<file path="src/rtl/uart_rx_param_if.sv">
// Receive-side handshake bundle for uart_rx_param.
// master = receiver (drives word/valid), slave = consumer (drives ready).
interface uart_rx_param_if #(
  parameter int DATA_BITS = 8
);
  logic [DATA_BITS-1:0] rx_data;
  logic                 rx_valid;
  logic                 rx_ready;

  modport master (
    output rx_data,
    output rx_valid,
    input  rx_ready
  );

  modport slave (
    input  rx_data,
    input  rx_valid,
    output rx_ready
  );
endinterface

</file>
<file path="src/rtl/uart_rx_param.sv">
// Parametrised UART receiver with one-entry holding register.
// Define UART_RX_PARITY_EN to compile in the parity bit and parity_err.
module uart_rx_param #(
  parameter int CLKS_PER_BIT = 868,
  parameter int DATA_BITS    = 8,
  parameter int PARITY_ODD   = 0
) (
  input  logic            CLOCK_50,
  input  logic            s_reset,
  input  logic            rx,
  uart_rx_param_if.master rxo,
  output logic            frame_err,
  output logic            parity_err,
  output logic            overrun,
  output logic            busy
);

  localparam int TW = $clog2(CLKS_PER_BIT);
  localparam int IW = $clog2(DATA_BITS);

  localparam logic [TW-1:0] HALF = TW'(CLKS_PER_BIT / 2 - 1);
  localparam logic [TW-1:0] FULL = TW'(CLKS_PER_BIT - 1);
  localparam logic [IW-1:0] LAST = IW'(DATA_BITS - 1);

  localparam logic [2:0] S_IDLE  = 3'd0;
  localparam logic [2:0] S_START = 3'd1;
  localparam logic [2:0] S_DATA  = 3'd2;
`ifdef UART_RX_PARITY_EN
  localparam logic [2:0] S_PAR   = 3'd3;
`endif
  localparam logic [2:0] S_STOP  = 3'd4;

  logic [1:0]           sync_q, sync_d;
  logic [2:0]           state_q, state_d;
  logic [TW-1:0]        timer_q, timer_d;
  logic [IW-1:0]        idx_q, idx_d;
  logic [DATA_BITS-1:0] shreg_q, shreg_d;
  logic                 brk_q, brk_d;
  logic [DATA_BITS-1:0] data_q, data_d;
  logic                 valid_q, valid_d;
  logic                 fe_q, fe_d;
  logic                 ov_q, ov_d;
  logic                 rxs, tick, stop_smp;

`ifdef UART_RX_PARITY_EN
  logic pbit_q, pbit_d;
  logic pe_q, pe_d;
  logic par_bad;

  assign par_bad = (^{shreg_q, pbit_q}) != 1'(PARITY_ODD);
`else
  logic unused_par;

  assign unused_par = 1'(PARITY_ODD);
`endif

  assign rxs  = sync_q[1];
  assign tick = (timer_q == '0);

  always_comb begin
    sync_d   = {sync_q[0], rx};
    state_d  = state_q;
    timer_d  = tick ? timer_q : timer_q - 1'b1;
    idx_d    = idx_q;
    shreg_d  = shreg_q;
    brk_d    = brk_q;
    data_d   = data_q;
    valid_d  = valid_q & ~rxo.rx_ready;
    fe_d     = 1'b0;
    ov_d     = 1'b0;
    stop_smp = 1'b0;
`ifdef UART_RX_PARITY_EN
    pbit_d   = pbit_q;
    pe_d     = 1'b0;
`endif

    unique case (state_q)
      S_IDLE: begin
        // after a break, re-arm only once the line has been high
        if (brk_q) begin
          if (rxs) brk_d = 1'b0;
        end else if (!rxs) begin
          state_d = S_START;
          timer_d = HALF;
        end
      end
      S_START: begin
        if (tick) begin
          if (rxs) begin
            state_d = S_IDLE;
          end else begin
            state_d = S_DATA;
            timer_d = FULL;
            idx_d   = '0;
          end
        end
      end
      S_DATA: begin
        if (tick) begin
          shreg_d[idx_q] = rxs;
          timer_d        = FULL;
          idx_d          = idx_q + 1'b1;
          if (idx_q == LAST) begin
            idx_d = '0;
`ifdef UART_RX_PARITY_EN
            state_d = S_PAR;
`else
            state_d = S_STOP;
`endif
          end
        end
      end
`ifdef UART_RX_PARITY_EN
      S_PAR: begin
        if (tick) begin
          pbit_d  = rxs;
          timer_d = FULL;
          state_d = S_STOP;
        end
      end
`endif
      S_STOP: begin
        if (tick) begin
          stop_smp = 1'b1;
          state_d  = S_IDLE;
        end
      end
      default: state_d = S_IDLE;
    endcase

    if (stop_smp) begin
      if (!rxs) begin
        fe_d  = 1'b1;
        brk_d = 1'b1;
`ifdef UART_RX_PARITY_EN
        pe_d  = par_bad;
      end else if (par_bad) begin
        pe_d  = 1'b1;
`endif
      end else if (!valid_q || rxo.rx_ready) begin
        valid_d = 1'b1;
        data_d  = shreg_q;
      end else begin
        ov_d = 1'b1;
      end
    end
  end

  always_ff @(posedge CLOCK_50) begin
    if (s_reset) begin
      sync_q  <= 2'b11;
      state_q <= S_IDLE;
      timer_q <= '0;
      idx_q   <= '0;
      shreg_q <= '0;
      brk_q   <= 1'b0;
      data_q  <= '0;
      valid_q <= 1'b0;
      fe_q    <= 1'b0;
      ov_q    <= 1'b0;
`ifdef UART_RX_PARITY_EN
      pbit_q  <= 1'b0;
      pe_q    <= 1'b0;
`endif
    end else begin
      sync_q  <= sync_d;
      state_q <= state_d;
      timer_q <= timer_d;
      idx_q   <= idx_d;
      shreg_q <= shreg_d;
      brk_q   <= brk_d;
      data_q  <= data_d;
      valid_q <= valid_d;
      fe_q    <= fe_d;
      ov_q    <= ov_d;
`ifdef UART_RX_PARITY_EN
      pbit_q  <= pbit_d;
      pe_q    <= pe_d;
`endif
    end
  end

  assign rxo.rx_data  = data_q;
  assign rxo.rx_valid = valid_q;
  assign frame_err    = fe_q;
  assign overrun      = ov_q;
  assign busy         = (state_q != S_IDLE);
`ifdef UART_RX_PARITY_EN
  assign parity_err   = pe_q;
`else
  assign parity_err   = 1'b0;
`endif

endmodule
</file>
<file path="src/flat_wrapper.sv">
// flat-port wrapper written by rule: the top's interface ports become plain ports
module uart_rx_param_flat 
#(
  parameter int CLKS_PER_BIT = 868,
  parameter int DATA_BITS    = 8,
  parameter int PARITY_ODD   = 0
)
  (CLOCK_50, s_reset, rx, frame_err, parity_err, overrun, busy, rxo_rx_data, rxo_rx_valid, rxo_rx_ready);
  uart_rx_param_if #(.DATA_BITS(DATA_BITS)) rxo_i ();
  input  logic CLOCK_50;
  input  logic s_reset;
  input  logic rx;
  output logic frame_err;
  output logic parity_err;
  output logic overrun;
  output logic busy;
  output wire logic [$bits(rxo_i.rx_data)-1:0] rxo_rx_data;
  output wire logic [$bits(rxo_i.rx_valid)-1:0] rxo_rx_valid;
  input wire logic [$bits(rxo_i.rx_ready)-1:0] rxo_rx_ready;
  assign rxo_rx_data = rxo_i.rx_data;
  assign rxo_rx_valid = rxo_i.rx_valid;
  assign rxo_i.rx_ready = rxo_rx_ready;
  uart_rx_param #(.CLKS_PER_BIT(CLKS_PER_BIT), .DATA_BITS(DATA_BITS), .PARITY_ODD(PARITY_ODD)) u_core (.CLOCK_50(CLOCK_50), .s_reset(s_reset), .rx(rx), .rxo(rxo_i), .frame_err(frame_err), .parity_err(parity_err), .overrun(overrun), .busy(busy));
endmodule
</file>
<file path="config.mk">
export PLATFORM = sky130hd
export DESIGN_NAME = uart_rx_param_flat
export DESIGN_NICKNAME = d
export VERILOG_FILES = /design/src/rtl/uart_rx_param_if.sv /design/src/rtl/uart_rx_param.sv /design/src/flat_wrapper.sv
export SDC_FILE = /design/constraint.sdc
export NUM_CORES = 1
export LEC_CHECK = 0
export ABC_AREA = 0
export ABC_CLOCK_PERIOD_IN_PS = 4000
export CORE_ASPECT_RATIO = 0.8
export CORE_MARGIN = 3
export CORE_UTILIZATION = 56
export CTS_BUF_LIST = sky130_fd_sc_hd__clkbuf_16
export CTS_CLUSTER_SIZE = 24
export DETAILED_ROUTE_END_ITERATION = 10
export PLACE_DENSITY = 0.78
export REMOVE_ABC_BUFFERS = 1
export SYNTH_ARGS = -nofsm -noshare
export SYNTH_HDL_FRONTEND = slang
export SYNTH_SLANG_ARGS = --single-unit
</file>
<file path="constraint.sdc">
create_clock -name CLOCK_50 -period 4 [get_ports CLOCK_50]
set_clock_uncertainty 0.2 [all_clocks]
set_input_delay 0.8 -clock CLOCK_50 [delete_from_list [all_inputs] [get_ports CLOCK_50]]
set_output_delay 0.8 -clock CLOCK_50 [all_outputs]
set_load 0.02 [all_outputs]
</file>
==> flow_summary_export.csv, run 1 <==
group,metric,value,unit
worst_setup_path,start_kind,"flop",
routing,viasPerCell,5.99,
timing,post-route-period-util,0.812,
min_path,hold_depth,1,
global_route,grt_overflow,0,
job,drv_cap,0,
logic_synthesis,ys_ff_latch,38,
clock_tree,h-tree-depth,2,
floorplanning,num_rows,17,
clock_tree,post_cts_buffers,0,
finish,fill_cells,234,
pwr,p_leak,0.818,nW
logic_synthesis,synth_flop_cell,"dfxtp_1",
routing,drt_wl_total,3870,um
worst_setup_path,critPathMaxStageDelay,0.64,ns
placement,io_buffers,15,
timing,finalCriticalPeriod,3.25,ns
floorplanning,core_region_area,2940,um^2
routing,via_count,1510,
timing,report.final.setup_viol,0,
global_route,antenna_found_initial,0,
worst_setup_path,reg2reg_from,"u_core.timer_q[0]",
routing,drt_pass1_iterations,4,
floorplanning,initial_core_util,0.627,
worst_setup_path,worst_ep_arrival_time,3.22,ns
floorplanning,die_w,70.1,um
worst_setup_path,criticalPathCategory,"reg -> reg",
finish,drive_gt1_frac,0.0935,
timing,fmax,308,MHz
min_path,worstHoldStart,"u_core.sync_q[0]",
pwr,vdd_drop_max,0.000427,V
status,status,"completed",
finish,fin_cells,252,
worst_setup_path,required,3.97,ns
routing,drtAntennaViolNets,0,
worst_setup_path,crit_chain,"inv_1, ha_1, or4b_1, nor3_4, inv_1, ha_1, nor2_1, o21a_1, o22ai_1, a32o_1",
logic_synthesis,synth_cell_types,46,
min_path,min_to,"u_core.sync_q[1]",
floorplanning,dieArea,4010,um^2
timing,final_hold_viol_count,0,
timing,hold_ws,0.211,ns
worst_setup_path,worstPathMaxFanout,12,
clock_tree,postCtsResizedCells,0,
placement,place_congestion,0.855,
logic_synthesis,async_flop_share,0,
logic_synthesis,synthTopCellsByArea,"dfxtp_1 41%, mux2i_1 9.3%, nor2_1 6.1%",
timing,worstMarginPinSlew,0.812,ns
placement,place_inst,244,
timing,drv_slew,0,
clock_tree,cts_sinks,38,
logic_synthesis,syn_inst,205,
clock_tree,postCtsHoldBufs,0,
routing,drcViolationCount,0,
placement,dp_hpwl,2570,um
finish,nets,221,
timing,grt_setup_unrepaired,"no",
clock_tree,clk_pin_slew,0.06,ns
clock_tree,insertion_delay,0.28,ns
min_path,hp-class,"reg -> reg",
logic_synthesis,synth_edf_count,0,
floorplanning,ioPinCount,17,
worst_setup_path,r2r-end,"u_core.timer_q[0]",
clock_tree,cts_tree,"yes",
pwr,pwr_density_cell,669,nW/um^2
finish,areaGrowthSynthToFinish,17.6,%
worst_setup_path,reg2reg_slack,0.75,ns
worst_setup_path,setup.worst_path.end_class,"flop",
logic_synthesis,yosysWarnings,0,
routing,wl_per_cell,15.4,um
timing,max-slew-margin-rel,0.455,
clock_tree,numCtsBuffers,5,
pwr,totalPowerFinal,0.00145,W
floorplanning,die_height,57.3,um
global_route,grt.total_usage,0.212,
global_route,grt_max_degree,22,
worst_setup_path,cp.buffers_inverters,2,
global_route,grt_pass1_wl,6820,um
worst_setup_path,cpMaxStageDelayCell,"or4b_1",
routing,drtIter0Drc,114,
logic_synthesis,yosysTopAreaCell,"dfxtp_1",
logic_synthesis,synth_area_per_cell,8.97,um^2
logic_synthesis,synth_top_area_share,0.414,
clock_tree,cts_root_buf,"clkbuf_16",
worst_setup_path,reg2reg_depth,10,
logic_synthesis,netlist_area,1840,um^2
logic_synthesis,synth_seq_area_share,0.414,
global_route,grt_pass1_vias,1451,
timing,tns,0,ns
finish,final_core_util,0.737,
worst_setup_path,path_delay_family,"simple AND/OR/NAND/NOR gates",
clock_tree,clockBufferDepth,2,
finish,antenna_cells,0,
## metrics by stage
stage,instance area (um^2),worst slack [ns]
6_report,2160,0.754
3_5_place_dp,1970,0.801
3_3_place_gp,1970,0.930
2_1_floorplan,1770,1.07
4_1_cts,2160,0.793
5_1_grt,2160,0.530
## where the power goes
group	switching [W]	internal, W
clock network	0.000149	0.000355
registers	0.0000678	0.000426
logic	0.000266	0.000183
## final cells by class
| class | instances | area, um^2 | area share |
|---|---|---|---|
| Timing Repair Buffer | 16 | 158 | 0.0729 |
| Clock inverter | 3 | 63.8 | 0.0295 |
| Inverter | 3 | 11.3 | 0.00521 |
| Clock buffer | 5 | 125 | 0.0578 |
| Multi-Input combinational cell | 149 | 997 | 0.461 |
| Tap cell | 38 | 47.5 | 0.0220 |
| Sequential cell | 38 | 761 | 0.352 |
## Yosys cell counts, drive strengths merged, types with 2 or more instances
library cell	n
a31oi	3
or3b	2
and4bb	2
nor4	7
clkbuf	10
a21oi	14
nand2b	5
nand2	13
nor2	30
nand3b	3
buf	5
or3	3
dfxtp	38
or2	2
nor3	7
ha	4
nor2b	4
a211oi	3
nand4b	4
nand4	2
o21ai	2
inv	3
a22oi	2
or4	2
nand3	5
mux2i	17
xnor2	2
## cells in the final DEF (no fill, tap or decap), types with 3 or more instances in the layout
cell,instances
a31oi_1,3
nand3_1,5
ha_1,4
nand3b_1,3
a211oi_1,3
a21oi_1,14
clkbuf_16,5
nor4_1,4
nand4b_1,4
nor2b_1,4
nand2b_1,5
inv_1,3
nor2_1,30
clkdlybuf4s50_1,15
dfxtp_1,38
mux2i_1,17
nand2_1,12
nor3_1,6
## worst reg2reg max path, cell delays in order, from the launching register on
cell and delay [ns]:
dfxtp_1 0.35, inv_1 0.09, ha_1 0.23, or4b_1 0.64, nor3_4 0.40, inv_1 0.28
ha_1 0.38, nor2_1 0.16, o21a_1 0.13, o22ai_1 0.07, a32o_1 0.21
## cells by family after synthesis
group / Yosys count / synth area share
adders and majority gates: 4 / 0.0272
muxes: 17 / 0.0925
xor gates and xnor gates: 3 / 0.0143
buffers and inverters: 18 / 0.0442
DFF: 38 / 0.414
other: 1 / 0.00204
and+or+nand+nor: 94 / 0.305
AOI/OAI and AO/OA: 30 / 0.101
## per-layer routing
metal | GRT usage | vias up | part of all wire
li1 | - | 747 | -
met1 | 0.274 | 718 | 0.48
met2 | 0.347 | 41 | 0.46
met3 | 0.0511 | 4 | 0.054
met4 | 0.0792 | 0 | 0.0096
met5 | 0 | - | 0
## state kept, by name, summed over array words and instances, names as in the netlist, 2 cells and up
| name | cells |
|---|---|
| u_core.idx_q | 3 |
| u_core.rxo.rx_data | 8 |
| u_core.timer_q | 10 |
| u_core.shreg_q | 8 |
| u_core.state_q | 3 |
| u_core.sync_q | 2 |
## worst max path at each step
| stage | startpoint | end | cells past startpoint |
|---|---|---|---|
| after CTS | u_core.timer_q[0] | u_core.timer_q[0] | 10 |
| after floorplan | u_core.timer_q[0] | u_core.timer_q[0] | 10 |
| final | u_core.timer_q[0] | u_core.timer_q[0] | 10 |
| after detailed placement | u_core.timer_q[0] | u_core.timer_q[0] | 10 |
| after global placement | u_core.timer_q[0] | u_core.timer_q[0] | 10 |
| after global routing | u_core.timer_q[0] | u_core.timer_q[0] | 10 |
No activity file was read; power rests on OpenSTA's default activity.
==> run 2: changes to the inputs <==
Settings changed: ABC_CLOCK_PERIOD_IN_PS 4000 to 2600, CORE_UTILIZATION 56 to 51, PLACE_DENSITY 0.78 to 0.75.
Clock period 4 ns to 2.6 ns, I/O delays scaled along.
==> flow_summary_export.csv, run 2 (synthesis gave the netlist of run 1 again) <==
group,metric,value,unit
worst_setup_path,worst_ep_arrival_time,2.40,ns
routing,via_count,1519,
worst_setup_path,start_kind,"flop",
pwr,pwr-share-clk,0.262,
timing,post-route-period-util,0.938,
placement,io_buffers,15,
worst_setup_path,setup.worst_path.end_class,"flop",
clock_tree,cts_root_buf,"clkbuf_16",
finish,final_core_util,0.679,
finish,nets,231,
worst_setup_path,worstPathMaxFanout,5,
timing,finalCriticalPeriod,2.44,ns
placement,place_congestion,0.800,
routing,drt_wl_total,3940,um
placement,dp_hpwl,2640,um
floorplanning,die_height,59.7,um
floorplanning,die_w,73.1,um
routing,drtAntennaViolNets,0,
floorplanning,dieArea,4370,um^2
worst_setup_path,required,2.56,ns
clock_tree,insertion_delay,0.27,ns
finish,final_common_cell,"dfxtp_1",
finish,drive_gt1_frac,0.152,
pwr,switchingPower,0.000756,W
pwr,sw_frac_of_total,0.353,
floorplanning,ioPinCount,17,
clock_tree,cts_sinks,38,
routing,drt_pass1_iterations,4,
clock_tree,postCtsHoldBufs,0,
global_route,grt.total_usage,0.189,
clock_tree,clk_pin_slew,0.05,ns
status,status,"completed",
timing,final_hold_viol_count,0,
timing,worst_slack,0.162,ns
min_path,hp-class,"reg -> reg",
finish,largest_register_ffs,10,
global_route,grt_pass1_vias,1359,
worst_setup_path,criticalPathCategory,"reg -> reg",
routing,drtIter0Drc,135,
global_route,grt_overflow,0,
job,drv_cap,0,
timing,report.final.setup_viol,0,
pwr,pwr_density_cell,966,nW/um^2
clock_tree,numCtsBuffers,5,
floorplanning,core_region_area,3270,um^2
finish,antenna_cells,0,
pwr,totalPowerFinal,0.00214,W
global_route,grt_pass1_wl,6300,um
pwr,p_leak,0.851,nW
pwr,power_frac_comb,0.387,
finish,top_register,"u_core.timer_q",
timing,grt_setup_unrepaired,"no",
placement,pre_cts_ws,0.0492,ns
global_route,grt_max_degree,29,
clock_tree,cts_tree,"yes",
finish,final_cell_mix,"38 x dfxtp_1, 29 x nor2_1, 17 x mux2i_1",
finish,fin_cells,264,
pwr,internal_power,0.00139,W
floorplanning,initial_core_util,0.563,
routing,wl_per_cell,14.9,um
timing,fmax,410,MHz
pwr,seqPwrFrac,0.350,
pwr,vdd_drop_max,0.000514,V
global_route,antenna_found_initial,0,
routing,viasPerCell,5.75,
clock_tree,h-tree-depth,2,
clock_tree,clockBufferDepth,2,
timing,drv_slew,0,
floorplanning,num_rows,18,
placement,place_inst,256,
routing,drcViolationCount,0,
finish,areaGrowthSynthToFinish,20.5,%
==> run 2: changes by cell type in the layout (fill, tap and decap cells not counted), sizes merged <==
| cell | previous run | this run |
|---|---|---|
| buf | 1 | 11 |
| bufinv | 2 | 0 |
| clkinv | 1 | 2 |
| inv | 3 | 4 |
==> run 2: path summary, 6_finish.rpt <==
check	start	end	slack, ns	depth (start not counted)
worst min-delay path	u_core.sync_q[0]	u_core.sync_q[1]	0.21	1
worst min register to register	u_core.sync_q[0]	u_core.sync_q[1]	0.21	1
worst max register to register	u_core.timer_q[0]	u_core.timer_q[0]	0.16	10
worst max-delay path	u_core.timer_q[0]	u_core.timer_q[0]	0.16	10
==> run 2: repair_timing <==
item | CTS | global route
buffers inserted | 0 | 0
resized for setup | 0 | 5
setup endpoints to repair | 0 | 9
==> run 2: area by class of cell <==
type                    count  area, um^2
flip-flops and latches     38         761
clock inverters             3        12.5
clock buffers               5         125
multi-input cells         149        1020
inverters                   3        11.3
well taps                  40        50.0
repair buffers             26         233
fillers                   252        1050
==> run 2: power groups by stage <==
| stage | combinational (W) | sequential (W) | clock, W |
|---|---|---|---|
| 6_report | 0.000829 | 0.000750 | 0.000562 |
| 5_1_grt | 0.000923 | 0.000763 | 0.000601 |
| 4_1_cts | 0.000762 | 0.000746 | 0.000577 |
| 3_5_place_dp | 0.000759 | 0.000757 | 0 |
| 3_3_place_gp | 0.000745 | 0.000753 | 0 |
| 2_1_floorplan | 0.000561 | 0.000743 | 0 |
==> run 2: worst max-delay path: stages, from the launching register on <==
cell	delay, ns
dfxtp_1	0.31
inv_1	0.08
ha_2	0.21
or4b_4	0.49
nor3_4	0.18
inv_1	0.10
ha_4	0.23
nor2_2	0.12
o21a_1	0.12
o22ai_1	0.07
a32o_1	0.22
==> run 2: per-layer routing <==
| metal | vias to the layer above | share of wire | track usage |
|---|---|---|---|
| met1 | 708 | 0.48 | 0.255 |
| met5 | - | 0 | 0 |
| met3 | 4 | 0.056 | 0.0454 |
| met2 | 44 | 0.46 | 0.294 |
| li1 | 763 | - | - |
| met4 | 0 | 0.0096 | 0.0711 |
==> run 2: metrics by stage <==
stage	hold WS, ns	instance area [um^2]	TNS, ns
after detailed placement	0.199	2050	0
after global routing	0.238	2220	0
after CTS	0.213	2190	0
after floorplan	0.189	1770	-0.333
after global placement	0.192	2050	0
final	0.209	2220	0
